**src/rtl/pb_button_port_pkg.sv**
```systemverilog
// Shared constants for the PicoBlaze button port: default port map, button bit
// positions and interrupt FSM encoding.
package pb_button_port_pkg;

    localparam int NUM_BTN = 4;

    localparam logic [7:0] ADDR_STATUS = 8'h0F;
    localparam logic [7:0] ADDR_RAW    = 8'h0E;
    localparam logic [7:0] ADDR_MASK   = 8'h0D;

    localparam int BTN_AUMENTA   = 0;
    localparam int BTN_DISMINUYE = 1;
    localparam int BTN_SIGUIENTE = 2;
    localparam int BTN_ANTERIOR  = 3;

    localparam logic [1:0] ST_IDLE       = 2'd0;
    localparam logic [1:0] ST_ASSERT     = 2'd1;
    localparam logic [1:0] ST_WAIT_CLEAR = 2'd2;

    // Every readable register is a 4-bit button vector zero-extended onto the bus.
    function automatic logic [7:0] zext_nibble(input logic [3:0] v);
        return {4'h0, v};
    endfunction

endpackage

```
**src/rtl/pb_button_port_debounce.sv**
```systemverilog
// One button: two-flop synchroniser, stability counter and debounced level,
// with a single-cycle pulse on the cycle the level rises.
module button_debounce #(
    parameter int DB_COUNT = 50000,
    parameter int CNT_W    = 16
) (
    input  logic clk,
    input  logic reset,
    input  logic btn,
    output logic level,
    output logic rise
);

    localparam logic [CNT_W-1:0] CNT_LAST = CNT_W'(DB_COUNT - 1);
    localparam logic [CNT_W-1:0] CNT_ONE  = CNT_W'(1);

    logic             sync_p0;
    logic             sync_p1;
    logic [CNT_W-1:0] cnt;
    logic             done;

    assign done = (cnt == CNT_LAST);

    // rise is combinational so the event lands in the same edge as the level
    assign rise = sync_p1 & ~level & done;

    always_ff @(posedge clk or posedge reset) begin
        if (reset) begin
            sync_p0 <= 1'b0;
            sync_p1 <= 1'b0;
            cnt     <= '0;
            level   <= 1'b0;
        end else begin
            sync_p0 <= btn;
            sync_p1 <= sync_p0;
            if (sync_p1 == level) begin
                cnt <= '0;
            end else if (done) begin
                level <= sync_p1;
                cnt   <= '0;
            end else begin
                cnt <= cnt + CNT_ONE;
            end
        end
    end

endmodule

```
**src/rtl/pb_button_port.sv**
```systemverilog
// PicoBlaze input peripheral: debounced front-panel buttons, pending press
// events with read-to-clear, interrupt mask and KCPSM3 interrupt handshake.
module pb_button_port
    import pb_button_port_pkg::*;
#(
    parameter int         DB_COUNT    = 50000,
    parameter int         CNT_W       = 16,
    parameter logic [7:0] PORT_STATUS = ADDR_STATUS,
    parameter logic [7:0] PORT_RAW    = ADDR_RAW,
    parameter logic [7:0] PORT_MASK   = ADDR_MASK
) (
    input  logic       clk,
    input  logic       reset,
    input  logic       aumenta,
    input  logic       disminuye,
    input  logic       siguiente,
    input  logic       anterior,
    input  logic [7:0] port_id,
    input  logic       read_strobe,
    input  logic       write_strobe,
    input  logic [7:0] out_port,
    output logic [7:0] in_port,
    output logic       interrupt,
    input  logic       interrupt_ack
);

    logic [NUM_BTN-1:0] btn_pins;
    logic [NUM_BTN-1:0] stable;
    logic [NUM_BTN-1:0] rise;
    logic [NUM_BTN-1:0] pending;
    logic [NUM_BTN-1:0] mask;
    logic [1:0]         state;
    logic [1:0]         next_state;
    logic               read_clear;
    logic               mask_write;
    logic               irq_req;
    logic               unused_out_hi;

    assign btn_pins[BTN_AUMENTA]   = aumenta;
    assign btn_pins[BTN_DISMINUYE] = disminuye;
    assign btn_pins[BTN_SIGUIENTE] = siguiente;
    assign btn_pins[BTN_ANTERIOR]  = anterior;

    assign unused_out_hi = ^out_port[7:4];

    for (genvar i = 0; i < NUM_BTN; i++) begin : g_btn
        button_debounce #(
            .DB_COUNT (DB_COUNT),
            .CNT_W    (CNT_W)
        ) u_db (
            .clk   (clk),
            .reset (reset),
            .btn   (btn_pins[i]),
            .level (stable[i]),
            .rise  (rise[i])
        );
    end

    function automatic logic [7:0] read_mux(
        input logic [7:0] addr,
        input logic [3:0] pend,
        input logic [3:0] stab,
        input logic [3:0] msk
    );
        logic [7:0] data;
        data = 8'h00;
        if (addr == PORT_STATUS) data = zext_nibble(pend);
        else if (addr == PORT_RAW) data = zext_nibble(stab);
        else if (addr == PORT_MASK) data = zext_nibble(msk);
        return data;
    endfunction

    assign read_clear = read_strobe && (port_id == PORT_STATUS);
    assign mask_write = write_strobe && (port_id == PORT_MASK);
    assign irq_req    = |(pending & mask);

    always_ff @(posedge clk or posedge reset) begin
        if (reset) begin
            in_port <= 8'h00;
        end else begin
            in_port <= read_mux(port_id, pending, stable, mask);
        end
    end

    // Clear only what the registered in_port showed; same-cycle events survive.
    always_ff @(posedge clk or posedge reset) begin
        if (reset) begin
            pending <= '0;
        end else if (read_clear) begin
            pending <= (pending & ~in_port[3:0]) | rise;
        end else begin
            pending <= pending | rise;
        end
    end

    always_ff @(posedge clk or posedge reset) begin
        if (reset) begin
            mask <= 4'hF;
        end else if (mask_write) begin
            mask <= out_port[3:0];
        end
    end

    // WAIT_CLEAR holds off re-interrupting until the ISR has read the events.
    always_comb begin
        next_state = state;
        case (state)
            ST_IDLE:       if (irq_req)       next_state = ST_ASSERT;
            ST_ASSERT:     if (interrupt_ack) next_state = ST_WAIT_CLEAR;
            ST_WAIT_CLEAR: if (!irq_req)      next_state = ST_IDLE;
            default:                          next_state = ST_IDLE;
        endcase
    end

    always_ff @(posedge clk or posedge reset) begin
        if (reset) begin
            state     <= ST_IDLE;
            interrupt <= 1'b0;
        end else begin
            state     <= next_state;
            interrupt <= (next_state == ST_ASSERT);
        end
    end

endmodule

```
**config.mk**
```make
export PLATFORM = sky130hd
export DESIGN_NAME = pb_button_port
export DESIGN_NICKNAME = d
export VERILOG_FILES = /design/src/rtl/pb_button_port_pkg.sv /design/src/rtl/pb_button_port_debounce.sv /design/src/rtl/pb_button_port.sv
export SDC_FILE = /design/constraint.sdc
export NUM_CORES = 1
export LEC_CHECK = 0
export BUFFER_PORTS_ARGS = -buffer_cell sky130_fd_sc_hd__buf_2
export CAP_MARGIN = 10
export CORE_UTILIZATION = 55
export DETAILED_ROUTE_END_ITERATION = 7
export GPL_TIMING_DRIVEN = 0
export HOLD_SLACK_MARGIN = 0.03
export PLACE_DENSITY = 0.81
export SLEW_MARGIN = 10
export SYNTH_ARGS = -nofsm -noshare
export SYNTH_HDL_FRONTEND = slang
export SYNTH_HIERARCHICAL = 1
export SYNTH_SLANG_ARGS = --single-unit
```
**constraint.sdc**
```tcl
create_clock -name clk -period 1.6 [get_ports clk]
set_input_delay 0.16 -clock clk [delete_from_list [all_inputs] [get_ports clk]]
set_output_delay 0.16 -clock clk [all_outputs]
set_load 0.01 [all_outputs]
```
==> impl_metrics.toml, run 1 <==
[global_routing]
grt_pass1_wl_microns = 14900
overflow = 0
grt_pass1_vias = 3279
antenna_found_initial = 0
grt_max_degree = 20
grt_usage_pct = 22.59

[timing]
worst_pin_slew_ns = 0.7356
hold_viol = 0
worst_slack_ns = 0.02136
whs_ns = 0.04082
finalSetupViolations = 0
fin_setup_tns_ns = 0
final_max_slew_viol_count = 0
post-route-min-period_ns = 1.579
rsz0062_at_grt = "yes"
max_freq_mhz = 633.5
period_share_pct = 98.66
slew_headroom_pct = 50.90
clock_skew_ns = 0.01209

[final_layout]
drive_gt1_share_pct = 30.77
finalCoreUtilization_pct = 70.28
fillerInstances = 537
insertedDiodeCount = 0
layout_common_cells = "dfrtp_1, nor2_1, xnor2_1"
final_common_cell = "dfrtp_1"
finalNetCount = 535
area_growth_pct = 22.42

[die]
start_util_pct = 57.41
die_area_sq_um = 8472
die_height_microns = 92.05
die_w_microns = 92.05
core.rowCount = 32
coreArea_sq_um = 7767
pin_count = 34

[critical_path]
critPathKind = "in2reg"
required_ns = 1.89
rrSetupSlack_ns = 0.02
cp-endpoint = "mask[2]"
end_kind = "flip-flop"
rr_startpoint = "g_btn[3].u_db/cnt[1]"
path_max_fanout = 6
r2r_cells = 5
worstPathArrival_ns = 1.87
crit_start = "port_id[5]"
start_kind = "primary input"
r2r_end = "g_btn[3].u_db/level"

[synth]
ys_seq_area_share_pct = 51.18
synthXorXnorAreaFrac_pct = 10.21
yosys.area_share.adder_pct = 2.245
synth_top_area_share_pct = 48.82
synthMuxAreaShare_pct = 3.367
synth_top_family_by_area = "simple AND/OR/NAND/NOR gates"
async_reset_ff_share_pct = 100.0
synth_area_sq_um = 4459
synth.avg_cell_area_sq_um = 10.32
synth_area_leaders = "dfrtp_1, xnor2_1, nor2_1"
synth-main-ff-cell = "dfrtp_1"
synth_compound_area_share_pct = 2.637
synth-simple-area-share_pct = 24.83
synth_seq_cells = 91
synth.distinct_cells = 40
synth-edff-count = 0
synth_warnings = 6
syn-instance-count = 432
netlist.top_cell.by_area = "dfrtp_1"

[routing]
ant_nets = 0
avgViaCountPerCell = 5.544
drc = 0
routedWlPerCell_microns = 15.50
drt-total-wl_microns = 9437
dr.pass1.iters = 4
vias = 3376
drt_iter0_markers = 111

[pwr]
comb_power_share_pct = 6.2
p_leak_nw = 2.261
swShare_pct = 22.16
powerDensity_nw_per_um2 = 835.4
p_int_w = 0.003550
sequentialPowerShare_pct = 52.2
ir_drop_uv = 469.4
switching_power_w = 0.001011
power.share.clock_pct = 41.7

[clock_tree]
clk_pin_slew_ns = 0.09
clockBufferDepth = 2
numCtsBuffers = 9
htree_levels = 3
worstSkewPairLatency_ns = 0.37
clockRootBuffer = "clkbuf_8"
clock-sinks = 91
cts_tree = "yes"

[run]
drv_cap = 0

[place]
io_buffers = 23
dp_hpwl_microns = 5755
pre_cts_ws_ns = -0.3450
place.gp.congestion = 0.7980

[min_path]
worstHoldStart = "out_port[3]"
hold_class = "in2reg"

[status]
outcome = "complete, no violations"
stage by stage:
stage / cells / instance area, sq um / total power, W
finish: 609 / 5459 / 0.004561
global route: 609 / 5459 / 0.004734
CTS: 594 / 5151 / 0.004569
detailed placement: 560 / 4713 / 0.002641
global placement: 560 / 4713 / 0.002627
floorplan: 435 / 4471 / 0.002567
power groups by stage:
| stage | combinational (W) | clock (W) | sequential, W |
|---|---|---|---|
| global placement | 0.000210 | 0 | 0.00242 |
| CTS | 0.000254 | 0.00194 | 0.00237 |
| detailed placement | 0.000220 | 0 | 0.00242 |
| floorplan | 0.000156 | 0 | 0.00241 |
| finish | 0.000281 | 0.00190 | 0.00238 |
| global route | 0.000314 | 0.00203 | 0.00239 |
area by class of cell:
type / instances / area [sq um] / share of cell area [%]
Sequential cell: 91 / 2295 / 42.04
Multi-Input combinational cell: 298 / 2138 / 39.17
Timing Repair Buffer: 56 / 382.9 / 7.014
Buffer: 16 / 152.6 / 2.796
Clock buffer: 10 / 137.6 / 2.521
Tap cell: 102 / 127.6 / 2.338
Clock inverter: 6 / 112.6 / 2.063
Inverter: 30 / 112.6 / 2.063
synthesized netlist by cell type, types with 4 or more instances:
library cell,count
nor2_1,72
nor4b_1,4
and4bb_2,4
nand4_2,4
ha_1,8
a21oi_1,4
nor2_2,8
inv_1,30
nor4bb_1,4
nand2_1,19
nand4_1,16
mux2_2,8
nand2b_1,8
xor2_1,8
dfrtp_1,87
mux2_4,4
nor4_1,16
xnor2_1,44
buf_4,8
o31ai_1,4
nor3_1,16
buf_6,5
nand3_1,20
and3_1,4
nand3_2,4
a22oi_1,4
dfstp_2,4
registers in the layout (all words and copies together), names as in the netlist:
signal	count
g_btn.u_db/cnt	64
g_btn.u_db/level	4
g_btn.u_db/sync_p0	4
g_btn.u_db/sync_p1	4
in_port	4
interrupt	1
mask	4
pending	4
state	2
metal layers:
layer	share of wire (%)	vias to the layer above	global-route usage, %
met1	43	1683	28.23
met3	2.9	17	3.483
li1	-	1594	-
met2	52	82	37.75
met5	0	-	0
met4	2.4	0	12.11
cells by family (layout without fill, tap and decap cells):
group / Yosys count / in the layout
XOR/XNOR: 52 / 52
flip-flops: 91 / 91
AO/OA/AOI/OAI: 17 / 17
multiplexers: 12 / 12
buffers and inverters: 46 / 118
other: 1 / 4
AND/OR/NAND/NOR: 205 / 205
adder cells (fa/ha/maj): 8 / 8
worst min path at each step:
stage | slack (ns) | endpoint | depth (start not counted)
floorplan | 0.06 | in_port[0] | 1
global placement | 0.27 | g_btn[3].u_db/sync_p0 | 1
detailed placement | 0.27 | g_btn[3].u_db/sync_p0 | 1
CTS | 0.03 | mask[3] | 2
global route | 0.04 | mask[3] | 2
finish | 0.04 | mask[3] | 2
worst max-delay path, stage by stage:
cell,delay (ns)
buf_2,0.09
or4_1,0.57
buf_2,0.20
or4_4,0.42
buf_6,0.15
mux2_4,0.29
what timing repair did:
action                                 CTS  global route
setup buffers                           10            15
pin swaps                                7            14
endpoints found under the hold margin   94             0
setup endpoints to repair               34            47
hold buffers                             8             0
gates cloned                             0             0
resized for setup                        9            42
Note: power is estimated with default switching activity, not from simulation.
==> run 2: changes to the inputs <==
Settings changed: BUFFER_PORTS_ARGS -buffer_cell sky130_fd_sc_hd__buf_2 to -buffer_cell sky130_fd_sc_hd__buf_4.
==> run 2 against run 1 <==
Effect of this change: first-iteration DRC count rose by 32%; sequential power barely moved; non-clock buffer count grew 11; design area rose by 1.9%; clock-buffer cell count is the same; critical path depth is the same; hold slack gained 0.047 ns; setup slack lost 0.0081 ns; critical path type is now reg2reg; largest power group unchanged.
==> impl_metrics.toml, run 2 (synthesis results as in run 1) <==
[global_routing]
grt_usage_pct = 20.97
grt_pass1_vias = 3161
grt_max_degree = 20
antenna_found_initial = 0
grt_pass1_wl_microns = 14090
overflow = 0

[pwr]
p_total_w = 0.004459
comb_power_share_pct = 6.6
p_int_w = 0.003418
power.share.clock_pct = 40.0
powerDensity_nw_per_um2 = 802.0
ir_drop_uv = 455.8
p_leak_nw = 2.357
switching_power_w = 0.001042
swShare_pct = 23.36
sequentialPowerShare_pct = 53.4

[place]
placed_area_sq_um = 4771
place.gp.congestion = 0.8062
dp_hpwl_microns = 5565
io_buffers = 23

[die]
core.rowCount = 32
coreArea_sq_um = 7767
start_util_pct = 57.41
die_area_sq_um = 8472
die_w_microns = 92.05
pin_count = 34
die_height_microns = 92.05

[timing]
rsz0062_at_grt = "yes"
finalSetupViolations = 0
post-route-min-period_ns = 1.587
worst_pin_slew_ns = 0.7454
hold_viol = 0
max_freq_mhz = 630.2
whs_ns = 0.08776
slew_headroom_pct = 50.25
period_share_pct = 99.17
final_max_slew_viol_count = 0
clock_skew_ns = 0.01191
fin_setup_tns_ns = 0

[routing]
routedWlPerCell_microns = 15.39
ant_nets = 0
avgViaCountPerCell = 5.544
drt_iter0_markers = 147
drc = 0
dr.pass1.iters = 5
vias = 3437
drt-total-wl_microns = 9540

[critical_path]
r2r_cells = 6
critPathKind = "reg2reg"
start_kind = "flip-flop"
required_ns = 1.85
rrSetupSlack_ns = 0.01
path_max_fanout = 10
worstPathArrival_ns = 1.84
end_kind = "flip-flop"

[final_layout]
final_common_cell = "dfrtp_1"
design_area_sq_um = 5560
finalNetCount = 546
area_growth_pct = 24.69
largest-register = "g_btn.u_db/cnt"
layout_common_cells = "dfrtp_1, nor2_1, buf_4"
largest_reg_flops = 64
drive_gt1_share_pct = 31.08
insertedDiodeCount = 0

[clock_tree]
htree_levels = 3
numCtsBuffers = 9
clock-sinks = 91
worstSkewPairLatency_ns = 0.36
cts_tree = "yes"
clockRootBuffer = "clkbuf_8"
clk_pin_slew_ns = 0.09
clockBufferDepth = 2

[min_path]
hold_class = "in2reg"
hold_depth = 3

[run]
drv_cap = 0

[status]
outcome = "complete, no violations"
-- run 2: cell types whose count changed in the layout (fill, tap and decap cells not counted), sizes merged --
cell         change
clkinv           +1
dlygate4sd3      +1
buf             +10
inv              +2
bufinv           -1
clkinvlp         -2
-- run 2: layer usage --
layer	global-route usage, %	routed length [microns]
met5	0	0
met4	8.984	162
met3	2.985	484
met2	34.27	4867
met1	27.98	4026
-- run 2: area by class of cell --
| cell class | instances | area, sq um |
|---|---|---|
| fill | 542 | 2207 |
| timing repair buffer | 68 | 533.0 |
| multi-input combinational | 298 | 2130 |
| tap | 102 | 127.6 |
| inverter | 30 | 112.6 |
| clock buffer | 10 | 137.6 |
| sequential | 91 | 2292 |
| buffer | 15 | 133.9 |
| clock inverter | 6 | 93.84 |
-- run 2: repair_timing --
action	4_1_cts	5_1_grt
hold buffers	9	0
endpoints found under the hold margin	95	0
setup endpoints to repair	39	46
cloned	0	0
pin swaps	3	14
gates resized for setup	5	40
setup buffers	5	31
-- run 2: power groups by stage --
stage	Sequential, W	Combinational (W)	Clock [W]
after floorplan	0.00241	0.000156	0
after global placement	0.00242	0.000222	0
after detailed placement	0.00242	0.000232	0
after CTS	0.00237	0.000264	0.00182
after global routing	0.00239	0.000326	0.00193
final	0.00238	0.000293	0.00178
-- run 2: worst paths after layout --
| path | start | end |
|---|---|---|
| max in group asynchronous | reset | g_btn[2].u_db/cnt[11] |
| worst min-delay path | interrupt_ack | state[1] |
| worst max register to register | g_btn[2].u_db/cnt[10] | g_btn[2].u_db/cnt[14] |
| worst max-delay path | g_btn[2].u_db/cnt[10] | g_btn[2].u_db/cnt[14] |
| min in group asynchronous | reset | in_port[1] |
| worst min register to register | g_btn[0].u_db/sync_p0 | g_btn[0].u_db/sync_p1 |
-- run 2: worst max-delay path: stages, from the launching register on --
cell and delay (ns):
dfrtp_1 0.43, nor4bb_2 0.35, nand4_1 0.20, nand2b_1 0.13
buf_4 0.16, buf_6 0.15, nor2_1 0.05
-- run 2: metrics by stage --
step	setup slack (ns)	instances	util, %
3_3_place_gp	-0.3453	560	61.42
3_5_place_dp	-0.3573	560	61.42
5_1_grt	-0.06993	620	71.59
2_1_floorplan	-0.1213	435	-
6_report	0.01331	620	71.59
4_1_cts	0.001228	590	66.27
==> run 3: changes to the inputs <==
Settings changed: ABC_CLOCK_PERIOD_IN_PS set to 1560.
Clock period 1.6 ns to 1.56 ns, I/O delays scaled along.
==> run 3 against run 2 <==
Effect of this change: combinational power is 20% higher; sequential power is 3% higher; critical path depth stayed put; utilization is 2.5 points higher; non-clock buffer count stayed put; flip-flop and latch count stayed put; global-route usage is 0.66 points higher; the flow now finishes with violations (setup timing); critical path type unchanged; sequential share of layout area is 1.4 points lower; clock power is 4% higher; clock-buffer cell count stayed put.
==> impl_metrics.toml, run 3 (synthesis results as in run 1) <==
[status]
outcome = "complete, but fails checks"
violations = "setup timing"

[die]
pin_count = 34
core.rowCount = 32
die_area_sq_um = 8472
coreArea_sq_um = 7767
start_util_pct = 57.41
die_height_microns = 92.05
die_w_microns = 92.05

[final_layout]
largest_reg_flops = 64
drive_gt1_share_pct = 36.29
finalCoreUtilization_pct = 74.08
final_common_cell = "dfrtp_1"
design_area_sq_um = 5754
insertedDiodeCount = 0
layout_common_cells = "dfrtp_1, buf_4, nor2_1"
finalNetCount = 546
largest-register = "g_btn.u_db/cnt"
area_growth_pct = 29.04

[timing]
max_freq_mhz = 615.8
hold_viol = 0
post-route-min-period_ns = 1.624
worst_pin_slew_ns = 0.7260
worst_slack_ns = -0.06389
slew_headroom_pct = 51.55
final_max_slew_viol_count = 0
clock_skew_ns = 0.01430
finalSetupViolations = 31
period_share_pct = 104.1
rsz0062_at_grt = "yes"

[pwr]
p_leak_nw = 2.368
ir_drop_uv = 466.2
powerDensity_nw_per_um2 = 805.8

[global_routing]
grt_pass1_vias = 3179
grt_pass1_wl_microns = 14460
grt_usage_pct = 21.64
overflow = 0
grt_max_degree = 20
antenna_found_initial = 0

[routing]
ant_nets = 0
routedWlPerCell_microns = 15.83
drt_iter0_markers = 134
avgViaCountPerCell = 5.534
drt-total-wl_microns = 9813
drc = 0
vias = 3431
dr.pass1.iters = 4

[critical_path]
rrSetupSlack_ns = -0.06
path_cells = "nor4bb_2 > nand4_1 > nand2b_1 > buf_6 > clkbuf_16 > nor2_2"
path_max_fanout = 5
cp_num_buf_inv = 2
required_ns = 1.82
worstPathArrival_ns = 1.88
slowest_stage = "dfrtp_1"
start_kind = "flip-flop"
crit_family = "simple AND/OR/NAND/NOR gates"
critPathKind = "reg2reg"
slowest_delay_ns = 0.42
end_kind = "flip-flop"

[place]
dp_hpwl_microns = 5565
io_buffers = 23
place.gp.congestion = 0.8062
placed_area_sq_um = 4771

[run]
drv_cap = 0

[clock_tree]
clk_pin_slew_ns = 0.09
clockRootBuffer = "clkbuf_8"
worstSkewPairLatency_ns = 0.37
numCtsBuffers = 9
clock-sinks = 91
cts_tree = "yes"
clockBufferDepth = 2
htree_levels = 3

[min_path]
hold_class = "in2reg"
run 3: changes by cell type in the layout (fill, tap and decap cells not counted), sizes merged:
cell,previous run,this run
buf,73,70
clkbuf,11,14
run 3: worst paths after layout:
check | start | to | cells after the start
max in group asynchronous | reset | g_btn[2].u_db/cnt[4] | 3
worst max-delay path | g_btn[1].u_db/cnt[11] | g_btn[1].u_db/cnt[13] | 6
worst max register to register | g_btn[1].u_db/cnt[11] | g_btn[1].u_db/cnt[13] | 6
min in group asynchronous | reset | in_port[2] | 3
worst min-delay path | interrupt_ack | state[1] | 3
worst min register to register | g_btn[2].u_db/sync_p0 | g_btn[2].u_db/sync_p1 | 0
run 3: worst register-to-register path, stage by stage (launching register included):
cell	delay, ns
dfrtp_1	0.42
nor4bb_2	0.34
nand4_1	0.24
nand2b_1	0.18
buf_6	0.14
clkbuf_16	0.15
nor2_2	0.04
run 3: routing by layer:
metal	vias to the layer above	track usage [%]	share of wire [%]
met5	-	0	0
met4	0	10.29	2.2
met3	21	3.151	3.0
met2	85	34.58	51
met1	1710	29.06	43
li1	1615	-	-
run 3: area by class of cell:
class	instances	area, sq um
Sequential cell	91	2293
Multi-Input combinational cell	298	2256
Fill cell	513	2013
Timing Repair Buffer	68	585.6
Buffer	15	147.6
Clock buffer	10	137.6
Tap cell	102	127.6
Inverter	30	112.6
Clock inverter	6	93.84
run 3: report_power, final:
| group | internal, W | switching, W | total [W] |
|---|---|---|---|
| clock network | 0.000960 | 0.000886 | 0.00185 |
| registers | 0.00240 | 0.0000361 | 0.00244 |
| logic | 0.000172 | 0.000180 | 0.000353 |
run 3: timing repair:
action,in CTS,in global routing
gates cloned,0,3
setup buffers,8,25
pin swaps,8,30
hold endpoints to repair,95,0
gates resized for setup,18,71
hold buffers,9,0
setup endpoints to repair,47,47
run 3: stage by stage:
step	instances	hold WS, ns	setup TNS, ns	total power [W]	setup slack (ns)
after CTS	593	0.07430	0	0.004584	0.002479
final	620	0.08231	-1.036	0.004637	-0.06389
after detailed placement	560	0.2665	-2.783	0.002721	-0.3933
after global placement	560	0.2657	-1.516	0.002707	-0.3813
after floorplan	435	0.05462	-0.6291	0.002633	-0.1573
after global routing	620	0.1040	-4.032	0.004803	-0.1767
